**src/rtl/mem_rw_arbiter.sv**
```systemverilog
// Round-robin arbiter sharing one byte-memory R/W controller between clients A and B,
// with command bounds checking, completion timeout and a held error report.
module mem_rw_arbiter #(
    parameter int MEM_DEPTH = 64,
    parameter int TIMEOUT   = 31
) (
    input  logic       i_clk,
    input  logic       i_reset,
    input  logic       i_a_req,
    input  logic       i_a_wr,
    input  logic [5:0] i_a_addr,
    input  logic [3:0] i_a_num_b,
    output logic       o_a_gnt,
    output logic       o_a_done,
    input  logic       i_b_req,
    input  logic       i_b_wr,
    input  logic [5:0] i_b_addr,
    input  logic [3:0] i_b_num_b,
    output logic       o_b_gnt,
    output logic       o_b_done,
    output logic       o_mem_wr_req,
    output logic       o_mem_rd_req,
    output logic [5:0] o_mem_addr,
    output logic [3:0] o_mem_num_b,
    input  logic       i_mem_ack,
    input  logic       i_mem_done,
    output logic       o_err,
    output logic [2:0] o_err_code,
    output logic       o_err_src,
    input  logic       i_err_ack,
    output logic [1:0] o_dbg_state
);

    // Handshakes: a client holds i_x_req (with stable command fields) until it sees o_x_done
    // or an error naming it; o_mem_*_req is held until i_mem_ack is sampled high; i_mem_done
    // and i_err_ack are single-cycle strobes that are only honoured in the state expecting them.
    typedef enum logic [1:0] {
        S_IDLE = 2'd0,
        S_REQ  = 2'd1,
        S_XFER = 2'd2,
        S_ERR  = 2'd3
    } state_t;

    localparam logic [6:0] DEPTH_LIM = 7'(MEM_DEPTH);
    localparam logic [4:0] TIMER_LIM = 5'(TIMEOUT);

    state_t     state, state_n;
    logic       last_gnt, last_gnt_n;
    logic       owner, owner_n;
    logic [4:0] timer, timer_n, timer_inc;

    logic       a_gnt_n, b_gnt_n, a_done_n, b_done_n;
    logic       wr_req_n, rd_req_n, err_n, err_src_n;
    logic [5:0] addr_n;
    logic [3:0] num_b_n;
    logic [2:0] err_code_n;

    logic       cand_a, cand_b, sel_b, sel_wr, sel_illegal;
    logic [5:0] sel_addr;
    logic [3:0] sel_num_b;
    logic [6:0] sel_end;
    logic       finish, raise;
    logic [2:0] raise_code;

    // A client whose done pulse is showing this cycle has not yet had a chance to
    // withdraw its finished command, so it must not be re-selected.
    assign cand_a      = i_a_req & ~o_a_done;
    assign cand_b      = i_b_req & ~o_b_done;
    assign sel_b       = cand_b & (~cand_a | ~last_gnt);
    assign sel_wr      = sel_b ? i_b_wr    : i_a_wr;
    assign sel_addr    = sel_b ? i_b_addr  : i_a_addr;
    assign sel_num_b   = sel_b ? i_b_num_b : i_a_num_b;
    assign sel_end     = {1'b0, sel_addr} + {3'b000, sel_num_b};
    assign sel_illegal = (sel_num_b == 4'd0) || (sel_end > DEPTH_LIM);
    assign timer_inc   = (timer == 5'h1f) ? timer : timer + 5'd1;
    assign o_dbg_state = state;

    always_comb begin
        state_n    = state;
        last_gnt_n = last_gnt;
        owner_n    = owner;
        timer_n    = timer;
        a_gnt_n    = o_a_gnt;
        b_gnt_n    = o_b_gnt;
        a_done_n   = 1'b0;
        b_done_n   = 1'b0;
        wr_req_n   = o_mem_wr_req;
        rd_req_n   = o_mem_rd_req;
        addr_n     = o_mem_addr;
        num_b_n    = o_mem_num_b;
        err_n      = o_err;
        err_code_n = o_err_code;
        err_src_n  = o_err_src;
        finish     = 1'b0;
        raise      = 1'b0;
        raise_code = 3'd0;

        case (state)
            S_IDLE: begin
                if (cand_a || cand_b) begin
                    last_gnt_n = sel_b;
                    owner_n    = sel_b;
                    addr_n     = sel_addr;
                    num_b_n    = sel_num_b;
                    timer_n    = 5'd0;
                    if (sel_illegal) begin
                        raise      = 1'b1;
                        raise_code = 3'd3;
                    end else begin
                        state_n  = S_REQ;
                        a_gnt_n  = ~sel_b;
                        b_gnt_n  = sel_b;
                        wr_req_n = sel_wr;
                        rd_req_n = ~sel_wr;
                    end
                end
            end
            S_REQ: begin
                if (i_mem_ack && i_mem_done) begin
                    finish = 1'b1;
                end else if (i_mem_ack) begin
                    state_n  = S_XFER;
                    wr_req_n = 1'b0;
                    rd_req_n = 1'b0;
                    timer_n  = 5'd0;
                end else if (timer_inc == TIMER_LIM) begin
                    raise      = 1'b1;
                    raise_code = 3'd1;
                end else begin
                    timer_n = timer_inc;
                end
            end
            S_XFER: begin
                if (i_mem_done) begin
                    finish = 1'b1;
                end else if (timer_inc == TIMER_LIM) begin
                    raise      = 1'b1;
                    raise_code = 3'd2;
                end else begin
                    timer_n = timer_inc;
                end
            end
            S_ERR: begin
                if (i_err_ack) begin
                    state_n    = S_IDLE;
                    err_n      = 1'b0;
                    err_code_n = 3'd0;
                    timer_n    = 5'd0;
                end
            end
            default: state_n = S_IDLE;
        endcase

        if (finish) begin
            state_n  = S_IDLE;
            a_done_n = ~owner;
            b_done_n = owner;
            a_gnt_n  = 1'b0;
            b_gnt_n  = 1'b0;
            wr_req_n = 1'b0;
            rd_req_n = 1'b0;
            timer_n  = 5'd0;
        end

        // The error source is the client just selected in IDLE, otherwise the current owner.
        if (raise) begin
            state_n    = S_ERR;
            err_n      = 1'b1;
            err_code_n = raise_code;
            err_src_n  = owner_n;
            a_gnt_n    = 1'b0;
            b_gnt_n    = 1'b0;
            wr_req_n   = 1'b0;
            rd_req_n   = 1'b0;
            timer_n    = 5'd0;
        end
    end

    always_ff @(posedge i_clk) begin
        if (!i_reset) begin
            state        <= S_IDLE;
            last_gnt     <= 1'b1;
            owner        <= 1'b0;
            timer        <= 5'd0;
            o_a_gnt      <= 1'b0;
            o_b_gnt      <= 1'b0;
            o_a_done     <= 1'b0;
            o_b_done     <= 1'b0;
            o_mem_wr_req <= 1'b0;
            o_mem_rd_req <= 1'b0;
            o_mem_addr   <= 6'd0;
            o_mem_num_b  <= 4'd0;
            o_err        <= 1'b0;
            o_err_code   <= 3'd0;
            o_err_src    <= 1'b0;
        end else begin
            state        <= state_n;
            last_gnt     <= last_gnt_n;
            owner        <= owner_n;
            timer        <= timer_n;
            o_a_gnt      <= a_gnt_n;
            o_b_gnt      <= b_gnt_n;
            o_a_done     <= a_done_n;
            o_b_done     <= b_done_n;
            o_mem_wr_req <= wr_req_n;
            o_mem_rd_req <= rd_req_n;
            o_mem_addr   <= addr_n;
            o_mem_num_b  <= num_b_n;
            o_err        <= err_n;
            o_err_code   <= err_code_n;
            o_err_src    <= err_src_n;
        end
    end

endmodule

```
**config.mk**
```make
export PLATFORM = sky130hd
export DESIGN_NAME = mem_rw_arbiter
export DESIGN_NICKNAME = d
export VERILOG_FILES = /design/src/rtl/mem_rw_arbiter.sv
export SDC_FILE = /design/constraint.sdc
export NUM_CORES = 1
export LEC_CHECK = 0
export ABC_AREA = 1
export CAP_MARGIN = 15
export CORE_UTILIZATION = 48
export CTS_BUF_LIST = sky130_fd_sc_hd__clkbuf_4 sky130_fd_sc_hd__clkbuf_8 sky130_fd_sc_hd__clkbuf_16
export DETAILED_ROUTE_END_ITERATION = 7
export PLACE_DENSITY = 0.77
export SLEW_MARGIN = 20
export SYNTH_ARGS = -nofsm -noshare
export SYNTH_HDL_FRONTEND = slang
export SYNTH_SLANG_ARGS = --single-unit
```
**constraint.sdc**
```tcl
create_clock -name i_clk -period 3.5 [get_ports i_clk]
set_input_delay 0.35 -clock i_clk [delete_from_list [all_inputs] [get_ports i_clk]]
set_output_delay 0.35 -clock i_clk [all_outputs]
set_load 0.005 [all_outputs]
```
Yosys cells after proc, flatten, opt, wreduce, memory -nomap -nowiden
Cells that the tools add are included.
{"block": "totals", "ff_bits": 30, "inputBits": 29, "output_inout_bits": 23, "elab_cells": 117}
{"block": "classes", "addsub": 2, "order_cmp": 1, "eq_ne": 16, "n_mux": 53, "bitwise_logic": 13, "reduce_logical": 17}
{"op": "2-to-1 mux 5 bit", "count": 7}
{"op": "2-to-1 mux 1 bit", "count": 23}
{"op": "2-to-1 mux 2 bit", "count": 11}
{"op": "!= test 4 bit, second input constant", "count": 5}
{"op": "case mux 5 bit (4 select lines)", "count": 1}
{"op": "!= test 2 bit, second input constant", "count": 6}
{"op": "case mux 2 bit (3 select lines)", "count": 2}
{"op": "== test 5 bit, second input constant", "count": 2}
{"op": "2-to-1 mux 3 bit", "count": 3}
{"op": "inverter 1 bit", "count": 9}
{"op": "adder 6 x 4 -> 7 bit", "count": 1}
{"op": "greater-than comparator 7 bit, second input constant", "count": 1}
{"op": "2-to-1 mux 6 bit", "count": 1}
{"op": "case mux 1 bit (2 select lines)", "count": 3}
{"op": "AND reduction 2 bit", "count": 3}
{"op": "AND reduction 6 bit", "count": 1}
{"op": "nonzero test 2 bit", "count": 3}
{"op": "adder 5 x 1 -> 5 bit, second input constant", "count": 1}
{"op": "AND reduction 5 bit", "count": 1}
{"op": "nonzero test 5 bit", "count": 1}
{"op": "== test 2 bit, second input constant", "count": 2}
{"op": "logical NOT 4 bit", "count": 1}
{"op": "2-to-1 mux 4 bit", "count": 1}
{"op": "AND reduction 4 bit", "count": 1}
{"op": "9 further kinds", "count": 12}

Longest topological paths before layout
Gate-level depths: netlist of the first run.
{"block": "depth", "ltp_word": 14, "depth_mapped": 22}

Least setup slack after synthesis of the first run
Ideal clock, no wire load.
{"block": "synth_timing", "path_type": "input-to-reg", "start": "in i_b_req", "end": "reg state[0] (netlist: o_dbg_state[0])", "setup_time_ns": 0.113, "arrival_ns": 2.640, "required_ns": 3.387, "slack_ns": 0.747, "path_stages": 20, "path_buffers": 1, "path_cell_list": "inv_1 > nor2_4 > nand2_4 > buf_8 > inv_1 > nand2_1 > nand2_1 > ha_1 > fa_1 > or2_2 > nor2_1 > nand3_1 > nand2_2 > nand2_4 > nand2_2 > nand3_2 > nor2_1 > nand3_1 > nand2_1 > nor2_1"}
{"block": "synth_between", "elab_chain_cells": 11, "elab_cells_between_ends": 20}
{"element": "start: declaration", "line": "15", "source": "input logic i_b_req,"}
{"element": "AND 1 bit (*)", "line": "68", "source": "assign cand_b = i_b_req & ~o_b_done;"}
{"element": "AND 1 bit (*)", "line": "69", "source": "assign sel_b = cand_b & (~cand_a | ~last_gnt);"}
{"element": "2-to-1 mux 6 bit (*)", "line": "71", "source": "assign sel_addr = sel_b ? i_b_addr : i_a_addr;"}
{"element": "named net sel_addr[0]", "line": "59", "source": "logic [5:0] sel_addr;"}
{"element": "adder 6 x 4 -> 7 bit (*)", "line": "73", "source": "assign sel_end = {1'b0, sel_addr} + {3'b000, sel_num_b};"}
{"element": "greater-than comparator 7 bit (*)", "line": "74", "source": "assign sel_illegal = (sel_num_b == 4'd0) || (sel_end > DEPTH_LIM);"}
{"element": "logical OR 1 bit (*)", "line": "74"}
{"element": "2-to-1 mux 1 bit", "line": "106", "source": "if (sel_illegal) begin"}
{"element": "2-to-1 mux 1 bit", "line": "100", "source": "if (cand_a || cand_b) begin"}
{"element": "case mux 1 bit (3 select lines)", "line": "98", "source": "case (state)"}
{"element": "!= test 4 bit (no line) / nonzero test 5 bit (equally long branches)"}
{"element": "AND reduction 6 bit (no line)"}
{"element": "end signal: assignment", "line": "197", "source": "state <= state_n;"}
{"element": "end: declaration", "line": "47", "source": "state_t state, state_n;"}
The timed path passes the listed nets; every way through them passes the cells marked *.
A chain may end at the register's enable or synchronous reset.

Final worst setup path of the first run
{"block": "layout_timing", "start": "in i_a_req", "end": "reg o_err_code[1]"}
{"block": "layout_between", "elab_chain_cells": 13, "elab_cells_between_ends": 21}
{"element": "start: declaration", "line": "9", "source": "input logic i_a_req,"}
{"element": "AND 1 bit (*)", "line": "67", "source": "assign cand_a = i_a_req & ~o_a_done;"}
{"element": "inverter 1 bit (*)", "line": "69"}
{"element": "bitwise OR 1 bit (*)", "line": "69"}
{"element": "AND 1 bit (*)", "line": "69"}
{"element": "2-to-1 mux 6 bit (*)", "line": "71"}
{"element": "named net sel_addr[0]", "line": "59"}
{"element": "adder 6 x 4 -> 7 bit (*)", "line": "73"}
{"element": "greater-than comparator 7 bit (*)", "line": "74"}
{"element": "logical OR 1 bit (*)", "line": "74"}
{"element": "2-to-1 mux 1 bit", "line": "106"}
{"element": "2-to-1 mux 1 bit", "line": "100"}
{"element": "case mux 1 bit (3 select lines)", "line": "98"}
{"element": "nonzero test 2 bit (no line)"}
{"element": "AND reduction 2 bit (no line)"}
{"element": "end signal: assignment", "line": "210", "source": "o_err_code <= err_code_n;"}
{"element": "end: declaration", "line": "28", "source": "output logic [2:0] o_err_code,"}
Marks and branches as above.

==> results_dict.tcl, run 1 <==
set metrics [dict create \
    fin_worst_skew_ps 7.092 \
    worst_pin_slew_ps 654.1 \
    gp_congestion 0.8268 \
    fin_hold_ws_ps 423.0 \
    final.fill_count 332 \
    clockRootBuffer "clkbuf_8" \
    maxCapViolations 0 \
    io_buffer_count 50 \
    track_usage 0.2329 \
    drtAntennaViolNets 0 \
    finalInstanceArea_sq_um 2567 \
    diodes 0 \
    wirelength_mm 4.463 \
    drt_iter0_drc 174 \
    placedCellCount 366 \
    synth_fp_nets 313 \
    antenna_found_initial 0 \
    cts_setup_buffers 0 \
    hold_path.class "reg -> reg" \
    max_freq_mhz 316.7 \
    synth_edf_count 0 \
    status "completed" \
    period_needed_ps 3157 \
    rsz0062_at_grt "no" \
    hold_buffers 0 \
    grt_pass1_wl_mm 7.679 \
    overflow 0 \
    required_ps 3730 \
    syn_area_per_cell_sq_um 7.107 \
    grt_max_degree 21 \
    hpwlAfterDp_mm 3.467 \
    placed_area_sq_um 2466 \
    grt_pass1_vias 1803 \
    syn_inst 272 \
    io_pins 52 \
    power_density_nw_per_um2 615.7 \
    area_growth_syn_to_layout_pct 32.82 \
    rows 22 \
    ctsResizeCount 0 \
    die_y_microns 65.46 \
    async_flop_share 0 \
    critPathKind "in -> reg" \
    drtPass1Iterations 4 \
    crit_path_max_fanout 12 \
    p_leak_nw 1.207 \
    syn-cell-area_sq_um 1933 \
    final_net_count 366 \
    dieArea_sq_um 4285 \
    coreArea_sq_um 3771 \
    r2r_cells 20 \
    synthTopCellsByArea "dfxtp_1 (30%), nand2_1 (10%), ha_1 (7.1%), inv_1 (6.8%), nor2_1 (6.0%)" \
    cts_sinks 29 \
    drive_above_1_share 0.1350 \
    clk_latency_ps 280 \
    synthFlopType "dfxtp_1" \
    cts_buffer_depth 2 \
    p_total_mw 1.581 \
    finalNonFillerCells 374 \
    ys_seq_area_frac 0.3003 \
    dr_total_vias 1876 \
    finalHoldViolCount 0 \
    die_width_microns 65.46 \
    synth-seq-cells 29 \
    critical_path_arrival_ps 3380 \
    cp-end-kind "flop" \
    drcViolationCount 0 \
    cts-buffers-inserted 5 \
    yosysTopAreaCell "dfxtp_1" \
    finalCritPeriodShare 0.9021 \
    relSlewSlack 0.5626 \
    cts_tree "yes" \
    maxSlewViolCount 0 \
    avgRoutedWirePerCell_microns 11.93 \
    start_util 0.5126 \
    yosysWarningCount 0 \
    finalSetupViolations 0 \
    min_delay_path_depth 1 \
    h-tree-depth 2 \
    cts.clk_slew.worst_paths_ps 60 \
    setup_tns_ps 0 \
    critPathLaunchType "input port" \
    peakVddDrop_mv 0.3294 \
    synth_top_area_share 0.3003 \
    synth_cell_type_count 39 \
    via_per_inst 5.016 \
]
[final cells by class]
type,instances,area (sq um),area share
clock buffers,7,96.34,0.03752
clock inverters,1,5.005,0.001949
inverters,37,138.9,0.05409
multi-input cells,200,1171,0.4561
flip-flops and latches,29,580.6,0.2261
well taps,48,60.06,0.02339
repair buffers,52,515.5,0.2008
[critical path, stage by stage]
cell and delay [ps]:
clkdlybuf4s50_1 530, nand3_4 140, nand2_4 180, inv_1 120, nand2_1 100, nand2_1 60
ha_1 200, fa_1 420, or2_2 270, nor2_1 100, nand3_1 100, nand2_2 90
nand2_4 70, nand2_2 90, nand3_2 140, a21oi_2 160, nand2_1 80, nand2_1 70
nand2_1 50, inv_1 70
[cell usage in the layout, fill, tap and decap left out]
cell type | synthesis | routed
nand2_1 | 53 | 53
clkdlybuf4s50_1 | 0 | 50
inv_1 | 35 | 35
nor2_1 | 31 | 31
dfxtp_1 | 29 | 29
nand3_1 | 17 | 17
o21ai_0 | 17 | 17
a21oi_1 | 11 | 11
ha_1 | 11 | 11
nand2_2 | 9 | 9
a31oi_1 | 9 | 9
clkbuf_8 | 0 | 7
nor3_1 | 6 | 6
nand2_4 | 5 | 5
nor2_2 | 5 | 5
nand4_1 | 3 | 3
nand3_2 | 2 | 2
or2_2 | 2 | 2
nand4_2 | 2 | 2
a211oi_2 | 2 | 2
buf_4 | 2 | 2
nand3_4 | 1 | 1
nor2_4 | 1 | 1
clkinv_1 | 1 | 1
nand3b_1 | 1 | 1
xor2_1 | 1 | 1
xnor2_1 | 1 | 1
o21ai_2 | 1 | 1
a21oi_4 | 1 | 1
nand4_4 | 1 | 1
o211ai_1 | 1 | 1
inv_2 | 1 | 1
o221ai_1 | 1 | 1
o22ai_1 | 1 | 1
a21oi_2 | 1 | 1
and2_1 | 1 | 1
fa_1 | 1 | 1
conb_1 | 1 | 1
clkinv_2 | 0 | 1
[registers in the layout (all words and copies together), names as in the netlist]
signal,cells
last_gnt,1
o_a_done,1
o_a_gnt,1
o_b_done,1
o_b_gnt,1
o_dbg_state,2
o_err,1
o_err_code,2
o_err_src,1
o_mem_addr,6
o_mem_num_b,4
o_mem_rd_req,1
o_mem_wr_req,1
owner,1
timer,5
[stage by stage]
| step | utilization | setup WS (ps) |
|---|---|---|
| finish | 0.6808 | 342.8 |
| global route | 0.6808 | 75.04 |
| CTS | 0.6808 | 325.6 |
| detailed placement | 0.6539 | 65.39 |
| global placement | 0.6539 | 114.3 |
| floorplan | - | 747.2 |
[path summary, 6_finish.rpt]
kind         startpoint       endpoint  slack (ps)
min               owner       o_a_done         420
max reg2reg    o_a_done  o_err_code[1]         550
min reg2reg       owner       o_a_done         420
max             i_a_req  o_err_code[1]         340
[metal layers]
layer / wire, microns / vias to the layer above / track usage
met4: 43 / 0 / 0.07337
met5: 0 / - / 0
met2: 1977 / 47 / 0.3892
li1: - / 992 / -
met1: 2223 / 832 / 0.2969
met3: 217 / 5 / 0.04861
[synth_stat cells, types with 2 or more instances]
cell and count:
nor2_1 31, a211oi_2 2, nand2_2 9, nand4_1 3, nor3_1 6, inv_1 35, a21oi_1 11, nor2_2 5
nand3_2 2, nand2_1 53, or2_2 2, ha_1 11, buf_4 2, o21ai_0 17, clkbuf_1 2, a31oi_1 9
nand4_2 2, nand2_4 5, dfxtp_1 29, nand3_1 17
[where the power goes]
part | leakage, nW | internal [mW] | total [mW] | switching, mW
Clock | 0.0542 | 0.177 | 0.304 | 0.126
Sequential | 0.238 | 0.422 | 0.493 | 0.0714
Combinational | 0.914 | 0.356 | 0.784 | 0.428
[cells by family after synthesis]
family	after synthesis	share of synthesized area
DFF	29	0.3003
and+or+nand+nor	140	0.3696
other	1	0.001940
AOI/OAI and AO/OA	45	0.1437
xor gates and xnor gates	2	0.009063
buffers and inverters	43	0.09384
adders and majority gates	12	0.08155
Power figures use the tool's default switching activity.
==> inputs of run 2 (changes only) <==
Settings changed: ABC_AREA 1 to unset, CORE_MARGIN set to 4, PLACE_DENSITY 0.77 to 0.78.
==> run 2 against run 1 <==
  * Setup slack got worse by 110 ps
  * Global-route usage decreased by 3.0 points
  * Core utilization increased by 1.3 points
  * Clock power decreased by 6%
  * Largest cell class unchanged
  * Power decreased by 8.2%
  * Via count increased by 3.1%
==> results_dict.tcl, run 2 <==
set metrics [dict create \
    power_density_nw_per_um2 558.1 \
    met2_usage 0.3285 \
    cts_sinks 29 \
    syn-cell-area_sq_um 1901 \
    synthFlopType "dfxtp_1" \
    cpMaxStageDelayCell "clkdlybuf4s50_1" \
    synthTopCellsByArea "dfxtp_1 (31%), nand2_1 (11%), ha_1 (7.2%), a21oi_1 (3.9%), a21boi_0 (3.2%)" \
    finalHoldViolCount 0 \
    required_ps 3670 \
    synth.most_common_cell "nand2_1" \
    hpwlAfterDp_mm 3.885 \
    h-tree-depth 2 \
    p_seq_frac 0.306 \
    cts_tree "yes" \
    wirelength_mm 5.003 \
    critical_path_arrival_ps 3440 \
    mostFrequentLayoutCell "nand2_1" \
    grt_pass1_wl_mm 8.280 \
    status "completed" \
    max_stage_delay_ps 480 \
    path_cells "clkdlybuf4s50_1, nor2b_1, nand2_2, nand2_1, nand2_1, ha_1, fa_1, or3b_1, a211o_1, nand2_2, o311a_1, buf_4, o22ai_2, o221a_1" \
    maxCapViolations 0 \
    largest_register "o_mem_addr" \
    hold_buffers 0 \
    dieArea_sq_um 5030 \
    die_width_microns 70.93 \
    io_pins 52 \
    largest_registers "o_mem_addr x6, timer x5, o_mem_num_b x4" \
    critPathLaunchType "input port" \
    comb_power_share 0.497 \
    gp_congestion 0.9206 \
    power_switching_mw 0.5270 \
    finalCritPeriodShare 0.9330 \
    diodes 0 \
    drive_above_1_share 0.1304 \
    relSlewSlack 0.4725 \
    hold_path.class "reg -> reg" \
    critPathKind "in -> reg" \
    clk_latency_ps 280 \
    max_freq_mhz 306.2 \
    p_total_mw 1.450 \
    ctsResizeCount 0 \
    synth_fp_nets 277 \
    syn_inst 236 \
    drtPass1Iterations 4 \
    cts.clk_slew.worst_paths_ps 60 \
    fin_worst_skew_ps 6.171 \
    area_growth_syn_to_layout_pct 36.73 \
    antenna_found_initial 0 \
    cts_setup_buffers 0 \
    yosysWarningCount 0 \
    fin_util 0.6942 \
    maxSlewViolCount 0 \
    p_sw_frac 0.3633 \
    setup_tns_ps 0 \
    overflow 0 \
    synthTopCellsByCount "nand2_1 (57), dfxtp_1 (29), a21oi_1 (15), ha_1 (11)" \
    grt_util_met3 0.05398 \
    avgRoutedWirePerCell_microns 14.42 \
    cts-buffers-inserted 5 \
    pwr-share-clk 0.197 \
    coreArea_sq_um 3744 \
    synth_cell_type_count 61 \
    grt.busiest_layer "met2" \
    die_y_microns 70.93 \
    ys_seq_area_frac 0.3055 \
    drtAntennaViolNets 0 \
    final_net_count 340 \
    grt_pass1_vias 1852 \
    dr_total_vias 1935 \
    p_int_mw 0.9234 \
    use_met1 0.2639 \
    yosysTopAreaCell "dfxtp_1" \
    finalSetupViolations 0 \
    peakVddDrop_mv 0.3705 \
    synth-seq-cells 29 \
    drcViolationCount 0 \
    cp-end-kind "flop" \
    io_buffer_count 50 \
    cts_buffer_depth 2 \
    clockRootBuffer "clkbuf_8" \
    track_usage 0.2026 \
    grt_max_degree 20 \
    largest_register_ffs 6 \
    synth_edf_count 0 \
    async_flop_share 0 \
    rsz0062_at_grt "no" \
    drt_iter0_drc 112 \
    syn_area_per_cell_sq_um 8.053 \
    worst_pin_slew_ps 785.9 \
    path_buf_inv 2 \
    period_needed_ps 3266 \
    crit_path_max_fanout 5 \
    rows 22 \
    p_leak_nw 1.099 \
    via_per_inst 5.576 \
    layout_common_cells "nand2_1 (56), clkdlybuf4s50_1 (50), dfxtp_1 (29)" \
    synth_top_area_share 0.3055 \
    cp_top_family "simple AND/OR/NAND/NOR gates" \
    start_util 0.5077 \
]
==> run 2: final timing paths <==
check | startpoint | cells after the start | to | slack, ps
worst min-delay path | o_err | 2 | o_err | 450
worst min register to register | o_err | 2 | o_err | 450
worst max-delay path | i_b_req | 14 | o_dbg_state[0] | 230
worst max register to register | o_a_done | 13 | o_dbg_state[0] | 370
==> run 2: cell families (layout without fill, tap and decap cells) <==
family	after synthesis	in the layout	synth area share
DFF	29	29	0.3055
buffers and inverters	18	81	0.05661
AOI/OAI and AO/OA	62	62	0.2344
muxes	4	4	0.02173
other	1	1	0.001973
adders and majority gates	12	12	0.08295
xor gates and xnor gates	2	2	0.009218
and+or+nand+nor	108	108	0.2877
==> run 2: cell type report <==
cell class | count | area [sq um]
clock buffers | 7 | 90.09
repair buffers | 66 | 620.6
flip-flops and latches | 29 | 580.6
multi-input cells | 189 | 1217
fillers | 356 | 1145
inverters | 8 | 30.03
well taps | 48 | 60.06
==> run 2: metrics by stage <==
step | hold slack [ps] | area (sq um) | setup WS (ps) | instances
after global routing | 473.4 | 2599 | 41.76 | 347
final | 445.5 | 2599 | 234.4 | 347
after global placement | 432.6 | 2504 | -42.21 | 340
after detailed placement | 430.9 | 2504 | -116.4 | 340
after floorplan | 404.5 | 1901 | 313.1 | 236
after CTS | 449.2 | 2594 | 169.7 | 347
==> run 2: power groups by stage <==
stage	Clock, mW	Sequential, mW	Combinational, mW
floorplan	0	0.448	0.438
global placement	0	0.448	0.695
detailed placement	0	0.451	0.710
CTS	0.290	0.444	0.718
global route	0.306	0.452	0.789
finish	0.286	0.444	0.721
==> run 2: worst min-delay path, delay by kind of cell, from the launching register on <==
family / cells / cell delay (ps)
flip-flops: 1 / 310
buffers and inverters: 1 / 50
AO/OA/AOI/OAI: 1 / 50
==> run 2: metal layers <==
metal  vias to the layer above  part of all wire
met4                         0             0.015
met3                         7             0.046
met1                       929              0.47
met2                        43              0.47
met5                         -                 0
li1                        956                 -
==> inputs of run 3 (changes only) <==
Clock period 3.5 ns to 3.01 ns, I/O delays scaled along.
==> run 3 against run 2 <==
  * Final cell count grew 4.6%
  * Combinational power grew 31%
  * Worst hold slack lost 9.8 ps
  * Power grew 23%
  * Sequential power grew 16%
  * Design area grew 8.2%
  * Die area is the same
  * Via count grew 0.78%
  * Register-to-register slack lost 360 ps
==> results_dict.tcl, run 3 (same netlist as run 2, synthesis figures left out) <==
set metrics [dict create \
    status "completed" \
    grt_pass1_wl_mm 8.142 \
    power_density_nw_per_um2 633.9 \
    start_util 0.5077 \
    track_usage 0.1996 \
    regArea_sq_um 581.8 \
    drive_above_1_share 0.2190 \
    largest_register "o_mem_addr" \
    final.fill_count 294 \
    maxSlewViolCount 0 \
    drtPass1Iterations 4 \
    cts.clk_slew.worst_paths_ps 50 \
    multiInputGateArea_sq_um 1308 \
    avgRoutedWirePerCell_microns 14.50 \
    final_net_count 356 \
    mostFrequentLayoutCell "nand2_1" \
    hold_path.class "reg -> reg" \
    fin_worst_skew_ps 5.399 \
    crit_end "o_dbg_state[0]" \
    finalSetupViolations 0 \
    critPathKind "reg -> reg" \
    required_ps 3170 \
    setup_ws_ps 9.272 \
    r2r-end "o_dbg_state[0]" \
    area_growth_syn_to_layout_pct 47.93 \
    period_needed_ps 3001 \
    cts_sinks 29 \
    r2r_setup_slack_ps 9 \
    cts_buffer_depth 2 \
    crit_path_max_fanout 4 \
    io_pins 52 \
    drtAntennaViolNets 0 \
    antenna_found_initial 0 \
    wirelength_mm 5.263 \
    peakVddDrop_mv 0.4131 \
    largest_registers "o_mem_addr x6, timer x5, o_mem_num_b x4" \
    cts-buffers-inserted 5 \
    cp-end-kind "flop" \
    finalCritPeriodShare 0.9969 \
    cpMaxStageDelayCell "fa_1" \
    fin_util 0.7510 \
    die_width_microns 70.93 \
    rsz0062_at_grt "yes" \
    critical_path_arrival_ps 3170 \
    dpl_worst_slack_ps -502.0 \
    relSlewSlack 0.3507 \
    crit_start "o_a_done" \
    h-tree-depth 2 \
    die_y_microns 70.93 \
    dieArea_sq_um 5030 \
    worst_pin_slew_ps 971.9 \
    overflow 0 \
    layout_common_cells "nand2_1 (53), clkdlybuf4s50_1 (48), buf_4 (29)" \
    rr_startpoint "o_a_done" \
    finalHoldViolCount 0 \
    critPathLaunchType "flop" \
    maxCapViolations 0 \
    io_buffer_count 50 \
    rows 22 \
    grt_max_degree 20 \
    cts_tree "yes" \
    gp_congestion 0.9156 \
    dr_total_vias 1950 \
    via_per_inst 5.372 \
    hold_buffers 0 \
    drcViolationCount 0 \
    coreArea_sq_um 3744 \
    clk_latency_ps 280 \
    diodes 0 \
    clockRootBuffer "clkbuf_8" \
    hpwlAfterDp_mm 3.716 \
    grt_pass1_vias 1793 \
    path_cells "and3b_2, nor2_4, nand2_1, nand2_2, ha_4, fa_1, or3b_1, a211o_1, nand3_1, o211ai_1, or2b_1, o221a_1" \
    p_leak_nw 1.209 \
    max_freq_mhz 333.3 \
    r2r_cells 12 \
    drt_iter0_drc 129 \
    max_stage_delay_ps 430 \
    largest_register_ffs 6 \
]
-- run 3: changes by cell type in the layout (fill, tap and decap cells not counted), moves of 2 or more --
cell | previous run | this run
nand2_1 | 56 | 53
a211oi_2 | 0 | 2
nand2_2 | 2 | 4
buf_4 | 16 | 29
buf_6 | 0 | 2
a211oi_1 | 2 | 0
clkdlybuf4s50_1 | 50 | 48
-- run 3: cell type report --
class / instances / area share
Sequential cell: 29 / 0.2069
Multi-Input combinational cell: 190 / 0.4651
Clock buffer: 7 / 0.03204
Timing Repair Buffer: 81 / 0.2639
Tap cell: 48 / 0.02136
Inverter: 8 / 0.01068
-- run 3: repair_timing --
item	in CTS	in global routing
endpoints found under the hold margin	0	0
resized for setup	9	13
buffers inserted	2	7
pin swaps	5	12
gates cloned	0	1
setup endpoints to repair	15	14
-- run 3: report_power, final --
part	internal [mW]	leakage (nW)	switching, mW
clock	0.190	0.0477	0.136
combinational	0.494	0.924	0.448
sequential	0.460	0.238	0.0547
total	1.14	1.21	0.638
-- run 3: critical path, delay by kind of cell (launching register included) --
family / cells / cell delay [ps]
AO/OA/AOI/OAI: 3 / 620
flip-flops: 1 / 350
AND/OR/NAND/NOR: 7 / 1360
adder cells (fa/ha/maj): 2 / 580
-- run 3: through the flow --
stage / power [mW] / TNS, ps / hold WS [ps] / cells / area [sq um]
floorplan: 1.036 / 0 / 404.5 / 236 / 1917
global placement: 1.357 / -5178 / 424.6 / 346 / 2554
detailed placement: 1.365 / -6447 / 438.9 / 346 / 2554
CTS: 1.722 / 0 / 446.9 / 355 / 2693
global route: 1.912 / -535.7 / 452.3 / 363 / 2811
finish: 1.782 / 0 / 435.7 / 363 / 2811
-- run 3: metal layers --
metal	vias to the layer above	routed length, microns	global-route usage
met2	42	2474	0.2987
met3	5	249	0.05540
met5	-	0	0
met4	0	41	0.05637
met1	910	2498	0.2810
li1	993	-	-
-- run 3: worst min path at each step --
stage / startpoint / endpoint / slack (ps) / cells past startpoint
finish: owner / o_a_done / 440 / 1
global route: owner / o_a_done / 450 / 1
CTS: owner / o_a_done / 450 / 1
detailed placement: owner / o_a_done / 440 / 1
global placement: owner / o_a_done / 420 / 1
floorplan: owner / o_a_done / 400 / 1
